[src/rtl/VX_gpu_pkg.sv]
// Shared GPU definitions: the commit-gather state encoding and the
// packet-id width helper, which the dispatch packetizer uses as well.
package VX_gpu_pkg;

  typedef enum logic [1:0] {
    GATHER_IDLE  = 2'd0,
    GATHER_ACCUM = 2'd1,
    GATHER_FULL  = 2'd2
  } gather_state_e;

  // Width of a packet index: max(1, clog2(threads/lanes)).
  function automatic int gather_pid_w(input int nt, input int nl);
    int np;
    np = nt / nl;
    return (np <= 2) ? 1 : $clog2(np);
  endfunction

endpackage

[src/rtl/vx_gather_accum.sv]
// Commit-gather accumulator: NUM_THREADS tmask/data registers.
// Ports: clk/reset, wr_en_i, clr_i (start of gather), pid_i, tmask_i,
// data_i (one packet), tmask_o/data_o (merged record).
module vx_gather_accum #(
  parameter int NUM_THREADS = 4,
  parameter int NUM_LANES   = 1,
  parameter int XLEN        = 32,
  parameter int PID_WIDTH   = 2
) (
  input  logic                        clk,
  input  logic                        reset,
  input  logic                        wr_en_i,
  input  logic                        clr_i,
  input  logic [PID_WIDTH-1:0]        pid_i,
  input  logic [NUM_LANES-1:0]        tmask_i,
  input  logic [NUM_LANES*XLEN-1:0]   data_i,
  output logic [NUM_THREADS-1:0]      tmask_o,
  output logic [NUM_THREADS*XLEN-1:0] data_o
);

  localparam int NP = NUM_THREADS / NUM_LANES;
  localparam int PW = NUM_LANES * XLEN;

  logic [NUM_THREADS-1:0]      tmask_q, tmask_d;
  logic [NUM_THREADS*XLEN-1:0] data_q, data_d;

  // Clear happens before the packet write so a sop packet
  // lands in an otherwise zeroed record.
  always_comb begin
    tmask_d = clr_i ? '0 : tmask_q;
    data_d  = clr_i ? '0 : data_q;
    for (int p = 0; p < NP; p++) begin
      if (wr_en_i && (NP == 1 || pid_i == PID_WIDTH'(p))) begin
        tmask_d[p*NUM_LANES +: NUM_LANES] = tmask_i;
        data_d[p*PW +: PW]                = data_i;
      end
    end
  end

  always_ff @(posedge clk) begin
    if (reset) begin
      tmask_q <= '0;
      data_q  <= '0;
    end else begin
      tmask_q <= tmask_d;
      data_q  <= data_d;
    end
  end

  assign tmask_o = tmask_q;
  assign data_o  = data_q;

endmodule

[src/rtl/vx_commit_gather.sv]
// Reassembles pid/sop/eop tagged result packets into one commit record.
// Ports: in_* packet side (valid/ready), out_* record side (valid/ready),
// err sticky protocol error. Macro VX_GATHER_ERR_CHECK_EN enables err.
module vx_commit_gather
  import VX_gpu_pkg::*;
#(
  parameter int NUM_THREADS = 4,
  parameter int NUM_LANES   = 1,
  parameter int XLEN        = 32,
  parameter int NW_WIDTH    = 2,
  parameter int UUID_WIDTH  = 1,
  parameter int NR_BITS     = 5,
  parameter int PID_WIDTH   = gather_pid_w(NUM_THREADS, NUM_LANES)
) (
  input  logic                        clk,
  input  logic                        reset,
  input  logic                        in_valid,
  output logic                        in_ready,
  input  logic [UUID_WIDTH-1:0]       in_uuid,
  input  logic [NW_WIDTH-1:0]         in_wid,
  input  logic [NUM_LANES-1:0]        in_tmask,
  input  logic [XLEN-1:0]             in_pc,
  input  logic                        in_wb,
  input  logic [NR_BITS-1:0]          in_rd,
  input  logic [NUM_LANES*XLEN-1:0]   in_data,
  input  logic [PID_WIDTH-1:0]        in_pid,
  input  logic                        in_sop,
  input  logic                        in_eop,
  output logic                        out_valid,
  input  logic                        out_ready,
  output logic [UUID_WIDTH-1:0]       out_uuid,
  output logic [NW_WIDTH-1:0]         out_wid,
  output logic [NUM_THREADS-1:0]      out_tmask,
  output logic [XLEN-1:0]             out_pc,
  output logic                        out_wb,
  output logic [NR_BITS-1:0]          out_rd,
  output logic [NUM_THREADS*XLEN-1:0] out_data,
  output logic                        err
);

  gather_state_e state_q, state_d;

  logic [UUID_WIDTH-1:0] uuid_q;
  logic [NW_WIDTH-1:0]   wid_q;
  logic [XLEN-1:0]       pc_q;
  logic                  wb_q;
  logic [NR_BITS-1:0]    rd_q;

  logic acc, fire, gathering, clr, wr_en;

  assign in_ready  = (state_q != GATHER_FULL) || out_ready;
  assign out_valid = (state_q == GATHER_FULL);
  assign fire      = out_valid && out_ready;
  assign acc       = in_valid && in_ready;
  assign gathering = (state_q == GATHER_ACCUM);
  assign clr       = acc && in_sop;
  // Non-sop packets outside a gather are dropped.
  assign wr_en     = acc && (in_sop || gathering);

  always_comb begin
    state_d = state_q;
    unique case (state_q)
      GATHER_IDLE: begin
        if (clr) state_d = in_eop ? GATHER_FULL : GATHER_ACCUM;
      end
      GATHER_ACCUM: begin
        if (wr_en) state_d = in_eop ? GATHER_FULL : GATHER_ACCUM;
      end
      GATHER_FULL: begin
        if (fire) begin
          state_d = GATHER_IDLE;
          if (clr) state_d = in_eop ? GATHER_FULL : GATHER_ACCUM;
        end
      end
      default: state_d = GATHER_IDLE;
    endcase
  end

  always_ff @(posedge clk) begin
    if (reset) begin
      state_q <= GATHER_IDLE;
      uuid_q  <= '0;
      wid_q   <= '0;
      pc_q    <= '0;
      wb_q    <= 1'b0;
      rd_q    <= '0;
    end else begin
      state_q <= state_d;
      if (clr) begin
        uuid_q <= in_uuid;
        wid_q  <= in_wid;
        pc_q   <= in_pc;
        wb_q   <= in_wb;
        rd_q   <= in_rd;
      end
    end
  end

  assign out_uuid = uuid_q;
  assign out_wid  = wid_q;
  assign out_pc   = pc_q;
  assign out_wb   = wb_q;
  assign out_rd   = rd_q;

  vx_gather_accum #(
    .NUM_THREADS (NUM_THREADS),
    .NUM_LANES   (NUM_LANES),
    .XLEN        (XLEN),
    .PID_WIDTH   (PID_WIDTH)
  ) u_accum (
    .clk     (clk),
    .reset   (reset),
    .wr_en_i (wr_en),
    .clr_i   (clr),
    .pid_i   (in_pid),
    .tmask_i (in_tmask),
    .data_i  (in_data),
    .tmask_o (out_tmask),
    .data_o  (out_data)
  );

`ifdef VX_GATHER_ERR_CHECK_EN
  localparam int NP = NUM_THREADS / NUM_LANES;

  logic [NP-1:0] wm_q, wm_d, pid_oh;
  logic          err_q, err_hit;

  always_comb begin
    pid_oh  = '0;
    for (int p = 0; p < NP; p++) begin
      if (NP == 1 || in_pid == PID_WIDTH'(p)) pid_oh[p] = 1'b1;
    end
    wm_d    = wm_q;
    err_hit = 1'b0;
    if (acc) begin
      if (in_sop) begin
        wm_d    = pid_oh;
        err_hit = gathering;
      end else if (gathering) begin
        wm_d    = wm_q | pid_oh;
        err_hit = (|(wm_q & pid_oh)) ||
                  (in_wid != wid_q) ||
                  (in_uuid != uuid_q);
      end else begin
        err_hit = 1'b1;
      end
    end
  end

  always_ff @(posedge clk) begin
    if (reset) begin
      wm_q  <= '0;
      err_q <= 1'b0;
    end else begin
      wm_q  <= wm_d;
      err_q <= err_q | err_hit;
    end
  end

  assign err = err_q;
`else
  assign err = 1'b0;
`endif

endmodule

[config.mk]
export PLATFORM = sky130hd
export DESIGN_NAME = vx_commit_gather
export DESIGN_NICKNAME = d
export VERILOG_FILES = /design/src/rtl/VX_gpu_pkg.sv /design/src/rtl/vx_gather_accum.sv /design/src/rtl/vx_commit_gather.sv
export SDC_FILE = /design/constraint.sdc
export NUM_CORES = 1
export LEC_CHECK = 0
export CAP_MARGIN = 10
export CORE_AREA = 5 5 143 145
export CTS_CLUSTER_DIAMETER = 30
export CTS_CLUSTER_SIZE = 8
export DETAILED_ROUTE_END_ITERATION = 12
export DIE_AREA = 0 0 148 150
export PLACE_DENSITY = 0.79
export SLEW_MARGIN = 10
export SYNTH_ARGS = -nofsm -noshare
export SYNTH_HDL_FRONTEND = slang
export SYNTH_HIERARCHICAL = 1
export SYNTH_SLANG_ARGS = --single-unit
[constraint.sdc]
create_clock -name clk -period 2 [get_ports clk]
set_input_delay 0.3 -clock clk [delete_from_list [all_inputs] [get_ports clk]]
set_output_delay 0.3 -clock clk [all_outputs]
set_load 0.1 [all_outputs]
======== After elaboration in Yosys (flattened, before gate mapping) ========
Cells that the tools add are included.
storage, ports and cells
  logic and storage cells ................. 56
  output and inout bits ................... 176
  bits in registers ....................... 175
  bits of input ports ..................... 82
operators by class
  equality and inequality tests ........... 9
  muxes and demuxes ....................... 16
  reductions and logical operators ........ 17
operators by type and width
  operator                                                                  number
  128-bit two-way mux                                                       1
  32-bit two-way mux                                                        4
  2-bit two-way mux                                                         5
  1-bit logical AND                                                         8
  2-bit nonzero test                                                        4
  2-bit == test (second input constant)                                     3
  2-bit by 1-bit inequality test with 1-bit output (second input constant)  3
  2-bit one-hot mux with 3 select lines                                     1
  2-bit by 1-bit == test with 1-bit output (second input constant)          2
  2-bit logical NOT                                                         2
  1-bit two-way mux                                                         4
  4-bit two-way mux                                                         1
  3-bit AND reduction                                                       1
  1-bit logical OR                                                          2
  2-bit inequality test (second input constant)                             1

======== Logic depth before layout (Yosys ltp) ========
Gate-level depths: netlist of the first run.
  word-level depth ........................ 7
  mapped depth ............................ 9
  mapped depth without buffers ............ 5

======== Modules after synthesis ========
Netlist of the first run, hierarchy kept.
modules (own cells, without submodules)
  module            cells an instance  times used  area each (µm²)  sequential area each (µm²)
  vx_gather_accum   482                1           5,596.6          2,642.5
  vx_commit_gather  197                1           2,034.5          860.8

======== Worst setup path before layout of the first run ========
OpenSTA, ideal clock, no wires.
  path type ............................... register to register
  start ................................... register state_q[0]
  end ..................................... register u_accum.data_q[33], in the netlist u_accum/data_o[33]
  path buffers ............................ 4
  arrival time ............................ 2.187 ns
  cell stages (with the launch flop) ...... 10
  clock period less this slack ............ 2.313 ns
  data required time ...................... 1.874 ns
  setup time .............................. 0.126 ns
  slack ................................... -0.313 ns
  cells stage by stage .................... dfxtp_1 > or3b_4 > nor2b_4 > buf_12 > buf_12 > a21o_1 > and3b_1 > buf_2 > buf_2 > mux2i_1
on the way
  elaborated cells between the ends (all ways) .. 10
  those cells by class .................... eq/ne (2); mux (1); reduce/logical (7)
RTL lines
  what                                 line                    text
  from (decl)                          vx_commit_gather.sv:41  gather_state_e state_q, state_d;
  from (signal assigned)               vx_commit_gather.sv:88  state_q <= state_d;
  2-bit inequality test                vx_commit_gather.sv:51  assign in_ready = (state_q != GATHER_FULL) || out_ready;
  1-bit logical OR                     vx_commit_gather.sv:51
  named net in_ready                   vx_commit_gather.sv:18  output logic in_ready,
  1-bit logical AND                    vx_commit_gather.sv:54  assign acc = in_valid && in_ready;
  1-bit logical AND                    vx_commit_gather.sv:56  assign clr = acc && in_sop;
  named net clr                        vx_commit_gather.sv:49  logic acc, fire, gathering, clr, wr_en;
  2-bit nonzero test (no source line)  -
  to (signal assigned)                 vx_gather_accum.sv:46   data_q <= data_d;
  to (decl)                            vx_gather_accum.sv:25   logic [NUM_THREADS*XLEN-1:0] data_q, data_d;
The timed path passes the listed nets, and every way through them passes these cells.
A chain may end at the register's enable or synchronous reset.

======== Worst setup path in the final report of the first run ========
  start ................................... input port out_ready
  end ..................................... register u_accum.data_q[67], in the netlist u_accum/data_o[67]
on the way
  longest elaborated chain between the ends .. 5
  elaborated cells between the ends (all ways) .. 7
  those cells by class .................... mux (1); reduce/logical (6)
ends and longest elaborated chain
  what                                                             line                    text
  from (decl)                                                      vx_commit_gather.sv:30  input logic out_ready,
  1-bit logical OR (*)                                             vx_commit_gather.sv:51
  1-bit logical AND (*)                                            vx_commit_gather.sv:54
  1-bit logical AND (*)                                            vx_commit_gather.sv:58  assign wr_en = acc && (in_sop || gathering);
  named net wr_en                                                  vx_commit_gather.sv:49
  1-bit logical AND (*)                                            vx_gather_accum.sv:33   if (wr_en_i && (NP == 1 || pid_i == PID_WIDTH'(p))) begin
  32-bit two-way mux / 2-bit nonzero test (equally long branches)  -
The timed path passes the listed nets; every way through them passes the cells marked *.

==> metrics.md, run 1 <==
| Metric | Value |
|---|---|
| Status | `finished clean` |
| Rows | `between 50 and 60` |
| WL final | `20400 um` |
| Depth of the worst hold-timing path | `3` |
| HPWL Detailed | `roughly 14000 um` |
| IO Port Bufs | `256` |
| Vias/cell | `4.88` |
| Net count of the mapped netlist | `roughly 760` |
| Delay-heaviest family, CP | `simple AND/OR/NAND/NOR gates` |
| Routed met1 length | `between 9000 and 10000 um` |
| Number of buffers created by CTS | `17` |
| All-layer global routing usage | `17.9%` |
| CTS Root Cell | `clkbuf_16` |
| Top sig layer | `met4` |
| Number of global-route vias before repair | `5777` |
| CP peak stage delay | `about 0.42 ns` |
| P_int | `between 5 and 6 mW` |
| Peak supply drop | `about 0.00056 V` |
| Layout Skew | `approximately 0.014 ns` |
| Sequential element share of the synthesized area | `a little under half` |
| Layout cells sized above 1 | `roughly 32%` |
| Routed met2 length | `roughly 9000 um` |
| Crit path launch type | `input pin` |
| Critical path class | `in -> reg` |
| Slew Viols, Final | `0` |
| Routed via count | `about 5700` |
| Routed wl met3 | `about 2000 um` |
| Initial cell density of the core | `between 30% and 40%` |
| Hold Buf Count CTS | `0` |
| Largest net degree at the start of global routing | `90` |
| Synth warnings | `6` |
| CTS sink count | `175` |
| Switching Fraction | `roughly a third` |
| Post-CTS sizing | `0` |
| Top-level port count | `approximately 260` |
| Worst reg-to-reg path cell count | `6` |
| Placeable Area | `roughly 19000 um2` |
| Rel. slew slack | `between 60% and 70%` |
| Crit path depth | `7` |
| Period Utilization, post-route | `93.7%` |
| Drt drc | `0` |
| Layout area overhead | `39.9%` |
| #FFs+latches synth | `175` |
| First DRT Iteration DRCs | `roughly 170` |
| Syn Inst Count | `roughly 680` |
| Worst Path Max Fanout | `23` |
| CP Data Required Time | `about 2.4 ns` |
| Worst min path class | `in -> reg` |
| CP cell instances | `clkdlybuf4s50_1, or3b_4, nor2b_4, a21o_2, nand3b_1, buf_12, mux2i_1` |
| Fin crit period | `1.87 ns` |
| Initial antenna violation count | `1` |
| Syn avg cell area | `roughly 11 um2` |
| First-pass GRT wire length | `between 30000 and 40000 um` |
| Sequential share of power | `between 40% and 50%` |
| Slowest-stage cell, CP | `clkdlybuf4s50_1` |
| Fmax | `534 MHz` |
| Cell variety after synth | `27` |
| Synthesized cell area | `~7600 um2` |
| Die ar. | `about 22000 um2` |
| Sw Pwr | `2.76 mW` |
| Fin nets | `approximately 1000` |
| WP data arrival | `2.23 ns` |
| Final setup fails | `0` |
| Post-CTS setup buffer count | `0` |
| Worst setup EP type | `register` |
| Die Y-Extent | `about 150 um` |
| Drt pass-1 iters | `4` |
| RSZ-0062 raised after global routing | `false` |
| Clock Power Share | `just under 40%` |
| Clk_lat worst skew | `around 0.43 ns` |
| Final core occ | `a little under three fifths` |
| Clk buf depth | `2` |
| Bufs and invs on worst path | `2` |
| Comb pwr share | `a little under a fifth` |
| Routability Congestion | `0.797` |
| CTS tree | `built` |
| Design Power | `8.64 mW` |
| Slew @ Worst Pin | `around 0.60 ns` |
| GRT overflow | `0` |
| DR WL/cell | `roughly 17 um` |
| # diodes | `0` |
| Final hold vios | `0` |
| H-tree depth | `4` |
| Remaining antenna violation count after routing | `0` |
| Die width | `between 100 and 150 um` |
| P_leak | `between 4 and 5 nW` |
| Worst-path clk slew | `roughly 0.080 ns` |
| Power Density | `slightly above 800 nW/um2` |
| Maxcap violations | `0` |
## final cells by class
cell class                 count  area [um2]
clock inverter                15         175
sequential                   175        3500
fill                        1686        8400
tap                          238         298
timing repair buffer         287        2500
clock buffer                  17         425
multi-input combinational    442        3780
## cell families after synthesis
group	share of synthesized area, %
simple gates	26.1
mux	22.7
compound gates	0.492
buf+inv	4.80
other cells	0.0491
flops	45.9
## tightest hold or removal path, cell delays in order
cell	delay, ns
clkdlybuf4s50_1	0.40
nand2b_1	0.07
mux2i_1	0.06
## Yosys cell counts
cell / count / area (um2)
a21o_1: 1 / 7.51
a21oi_1: 1 / 5.00
a2bb2oi_1: 1 / 8.76
and2b_1: 2 / 15.0
and3b_1: 1 / 8.76
buf_12: 5 / 100
buf_2: 15 / 75.1
buf_4: 1 / 7.51
buf_6: 4 / 45.0
clkbuf_1: 37 / 139
conb_1: 1 / 3.75
dfxtp_1: 175 / 3500
mux2i_1: 173 / 1730
nand2_1: 3 / 11.3
nand2b_1: 115 / 719
nand3_1: 1 / 5.00
nand3b_1: 2 / 15.0
nor2_1: 1 / 3.75
nor2b_1: 1 / 6.26
nor2b_4: 1 / 13.8
nor3b_1: 1 / 7.51
o21bai_1: 1 / 7.51
o32ai_1: 1 / 8.76
or2_2: 1 / 6.26
or3b_1: 78 / 683
or3b_2: 55 / 482
or3b_4: 1 / 11.3
## per-layer routing
metal  vias up  GRT usage (%)
met4         0           4.11
li1       2849              -
met1      2665           22.8
met3        15           8.54
met2       198           27.6
met5         -              0
## placed cells by master, fill, tap and decap left out, drive strengths merged, types with 2 or more instances in the layout
master         Yosys  routed
buf               25     207
or3b             134     134
and2b              2       2
nand3b             2       2
clkdlybuf4s50      0      80
nand2              3       3
mux2i            173     173
clkbuf            37      17
nor2b              2       2
dfxtp            175     175
nand2b           115     115
inv                0       7
clkinv             0       6
## registers in the layout (all words and copies together), names as in the netlist
name	flops
out_wid	2
u_accum/tmask_o	4
out_wb	1
out_pc	32
state_q	2
out_rd	5
out_uuid	1
u_accum/data_o	128
## per-stage QoR
step	instance area [um2]	hold slack [ns]	std cells	setup slack (ns)	setup TNS (ns)
floorplan	7760	0.417	679	-0.263	-23.48
global placement	10100	0.459	1142	-0.316	-33.68
detailed placement	10100	0.465	1142	-0.347	-38.67
CTS	10700	0.424	1174	0.0570	0
global route	10700	0.442	1174	0.0132	0
finish	10700	0.441	1174	0.127	0
## final timing paths
kind / from / to / slack [ns]
worst max-delay path: out_ready / u_accum/data_o[67] / 0.13
worst min-delay path: in_pc[3] / out_pc[3] / 0.44
worst max register to register: state_q[1] / u_accum/data_o[0] / 0.13
worst min register to register: out_pc[10] / out_pc[10] / 0.47
## power by group through the flow
stage / Clock, mW / Combinational [mW] / Sequential (mW)
global route: 3.62 / 1.70 / 3.66
finish: 3.37 / 1.63 / 3.64
floorplan: 0 / 0.455 / 4.46
CTS: 3.47 / 1.64 / 3.65
detailed placement: 0 / 1.64 / 3.72
global placement: 0 / 1.63 / 3.72
Power figures use the tool's default switching activity.
==> inputs of run 2 (changes only) <==
--- a/config.mk
+++ b/config.mk
@@ -12,6 +12,7 @@
 export DETAILED_ROUTE_END_ITERATION = 12
 export DIE_AREA = 0 0 148 150
 export PLACE_DENSITY = 0.79
+export REMOVE_ABC_BUFFERS = 1
 export SLEW_MARGIN = 10
 export SYNTH_ARGS = -nofsm -noshare
 export SYNTH_HDL_FRONTEND = slang
==> run 2 against run 1 <==
Compared with the run above:
- combinational power barely moved
- global-route usage is 0.71 points lower
- first-iteration DRC count shrank 7.7%
- sequential cell count is the same
- utilization up 0.085 points
- worst hold slack improved by 0.010 ns
- critical path type is now reg -> reg
- largest cell class unchanged
- largest power group unchanged
- highest routed layer unchanged
==> metrics.md, run 2 (same netlist as run 1, synthesis figures left out) <==
| Metric | Value |
|---|---|
| Top-level port count | `258 (unchanged)` |
| WL final | `19600 um (was 20400 um)` |
| Die Y-Extent | `150 um (unchanged)` |
| Placed Area | `10100 um2 (about the same)` |
| Most common cell after layout, fill and taps aside | `buf_4 (unchanged)` |
| Slowest-stage cell, CP | `or3b_4 (was clkdlybuf4s50_1)` |
| Rel. slew slack | `63.6% (was 60.3%)` |
| Layout cells sized above 1 | `31.3% (was 32.1%)` |
| Number of global-route vias before repair | `5755 (was 5777)` |
| Setup TNS | `0 ns (unchanged)` |
| RSZ-0062 raised after global routing | `false (unchanged)` |
| Power Density | `810 nW/um2 (was 809 nW/um2)` |
| Largest net degree at the start of global routing | `64 (was 90)` |
| CTS tree | `built (unchanged)` |
| Hold Path Origin | `in_pc[5] (was in_pc[3])` |
| Status | `finished clean (unchanged)` |
| Layout Skew | `0.00614 ns (was 0.0139 ns)` |
| CP peak stage delay | `0.40 ns (was 0.42 ns)` |
| Post-route cell area | `10700 um2 (about the same)` |
| Layout area overhead | `40.1% (was 39.9%)` |
| Comb pwr share | `18.7% (was 18.8%)` |
| Flop2flop setup slack | `0.09 ns (was 0.13 ns)` |
| Peak supply drop | `0.000574 V (was 0.000565 V)` |
| Depth of the worst hold-timing path | `3 (unchanged)` |
| Post-CTS setup buffer count | `0 (unchanged)` |
| RR Startpoint | `state_q[1] (unchanged)` |
| P_int | `6.14 mW (was 5.88 mW)` |
| P_leak | `4.88 nW (about the same)` |
| Final setup fails | `0 (unchanged)` |
| CTS Root Cell | `clkbuf_16 (unchanged)` |
| Final hold vios | `0 (unchanged)` |
| Hold Buf Count CTS | `0 (unchanged)` |
| Initial antenna violation count | `0 (was 1)` |
| Maxcap violations | `0 (unchanged)` |
| CP cell instances | `or3b_4, nor2b_4, a21o_1, nand3b_1, buf_12, mux2i_1 (was clkdlybuf4s50_1, or3b_4, nor2b_4, a21o_2, nand3b_1, buf_12, mux2i_1)` |
| Bufs and invs on worst path | `1 (was 2)` |
| Critical path class | `reg -> reg (was in -> reg)` |
| Slew Viols, Final | `0 (unchanged)` |
| Vias/cell | `4.85 (was 4.88)` |
| Final core occ | `56.0% (about the same)` |
| Worst Path Max Fanout | `16 (was 23)` |
| CTS sink count | `175 (unchanged)` |
| Worst reg-to-reg path cell count | `6 (unchanged)` |
| Crit path launch type | `register (was input pin)` |
| GRT overflow | `0 (unchanged)` |
| Drt pass-1 iters | `4 (unchanged)` |
| Sw Pwr | `2.53 mW (was 2.76 mW)` |
| DR WL/cell | `16.8 um (was 17.4 um)` |
| Period Utilization, post-route | `95.6% (was 93.7%)` |
| Worst-path clk slew | `0.07 ns (was 0.08 ns)` |
| Fin crit period | `1.91 ns (was 1.87 ns)` |
| IO Port Bufs | `256 (unchanged)` |
| Worst min path class | `in -> reg (unchanged)` |
| Worst R2R End | `u_accum/data_o[76] (was u_accum/data_o[0])` |
| Placeable Area | `19100 um2 (unchanged)` |
| Clk buf depth | `2 (unchanged)` |
| First DRT Iteration DRCs | `156 (was 169)` |
| # diodes | `0 (unchanged)` |
| Switching Fraction | `29.2% (was 31.9%)` |
| Worst setup EP type | `register (unchanged)` |
| Delay-heaviest family, CP | `simple AND/OR/NAND/NOR gates (unchanged)` |
| WP data arrival | `2.25 ns (was 2.23 ns)` |
| Die width | `148 um (unchanged)` |
| Rows | `51 (unchanged)` |
| Worst hold slack | `0.451 ns (was 0.441 ns)` |
| First-pass GRT wire length | `31100 um (was 31800 um)` |
| Clock Power Share | `39.2% (was 39.0%)` |
| Commonest non-fill, non-tap cells in the layout | `buf_4, dfxtp_1, mux2i_1, nand2b_1, clkdlybuf4s50_1 (unchanged)` |
| Initial cell density of the core | `40.0% (unchanged)` |
| Routed via count | `5675 (was 5727)` |
| Fmax | `523 MHz (was 534 MHz)` |
| H-tree depth | `4 (unchanged)` |
| Fin nets | `1003 (was 1005)` |
| Number of flip-flops in the largest register | `128 (unchanged)` |
| CP Data Required Time | `2.33 ns (was 2.36 ns)` |
| Die ar. | `22200 um2 (unchanged)` |
| Drt drc | `0 (unchanged)` |
| All-layer global routing usage | `17.2% (was 17.9%)` |
| Number of buffers created by CTS | `17 (unchanged)` |
| Clk_lat worst skew | `0.41 ns (was 0.43 ns)` |
| Routability Congestion | `0.805 (was 0.797)` |
| HPWL Detailed | `13700 um (was 14300 um)` |
| WHS Endpoint | `out_pc[5] (was out_pc[3])` |
| Remaining antenna violation count after routing | `0 (unchanged)` |
| Crit path depth | `6 (was 7)` |
| Slew @ Worst Pin | `0.546 ns (was 0.595 ns)` |
| Sequential share of power | `42.1% (was 42.2%)` |
[run 2: cell types whose count changed in the layout (fill, tap and decap cells not counted), sizes merged]
| cell | previous run | this run |
|---|---|---|
| buf | 207 | 205 |
| bufinv | 1 | 3 |
| clkbuf | 17 | 23 |
| clkinv | 6 | 2 |
| clkinvlp | 1 | 2 |
| inv | 7 | 1 |
[run 2: layout make-up]
| cell class | count | area [um2] |
|---|---|---|
| multi-input cells | 442 | 3780 |
| clock buffers | 23 | 468 |
| well taps | 238 | 298 |
| clock inverters | 8 | 131 |
| flip-flops and latches | 175 | 3500 |
| repair buffers | 285 | 2510 |
| fillers | 1618 | 8390 |
[run 2: worst min-delay path, stage by stage]
cell and delay (ns):
clkdlybuf4s50_1 0.39, nand2b_1 0.07, mux2i_1 0.06
[run 2: metal layers]
metal  vias to the layer above  wire [um]  track usage (%)
li1                       2839          -                -
met1                      2653       8890             22.1
met2                       165       9100             27.6
met3                        18       1400             5.81
met4                         0        252             4.71
met5                         -          0                0
[run 2: per-stage QoR]
step                total power, mW  setup WS (ns)  instances
floorplan                      4.81          -3.47        617
global placement               5.35         -0.194       1140
detailed placement             5.35         -0.233       1140
CTS                            8.77          0.101       1171
global route                   8.98        0.00266       1171
finish                         8.66         0.0880       1171
[run 2: worst max path at each step]
stage / from / endpoint
CTS: state_q[1] / u_accum/data_o[17]
global route: state_q[0] / u_accum/data_o[8]
detailed placement: out_ready / u_accum/data_o[18]
global placement: out_ready / u_accum/data_o[21]
finish: state_q[1] / u_accum/data_o[76]
floorplan: state_q[1] / u_accum/data_o[11]
[run 2: what timing repair did]
item	in CTS	in global routing
endpoints found under the hold margin	0	0
gates resized for setup	0	1
setup endpoints to repair	0	4
[run 2: power by group through the flow]
stage	clock network [mW]	registers [mW]	logic [mW]
final	3.39	3.65	1.62
after global routing	3.63	3.66	1.69
after CTS	3.48	3.65	1.63
after floorplan	0	4.46	0.353
after global placement	0	3.73	1.62
after detailed placement	0	3.73	1.63
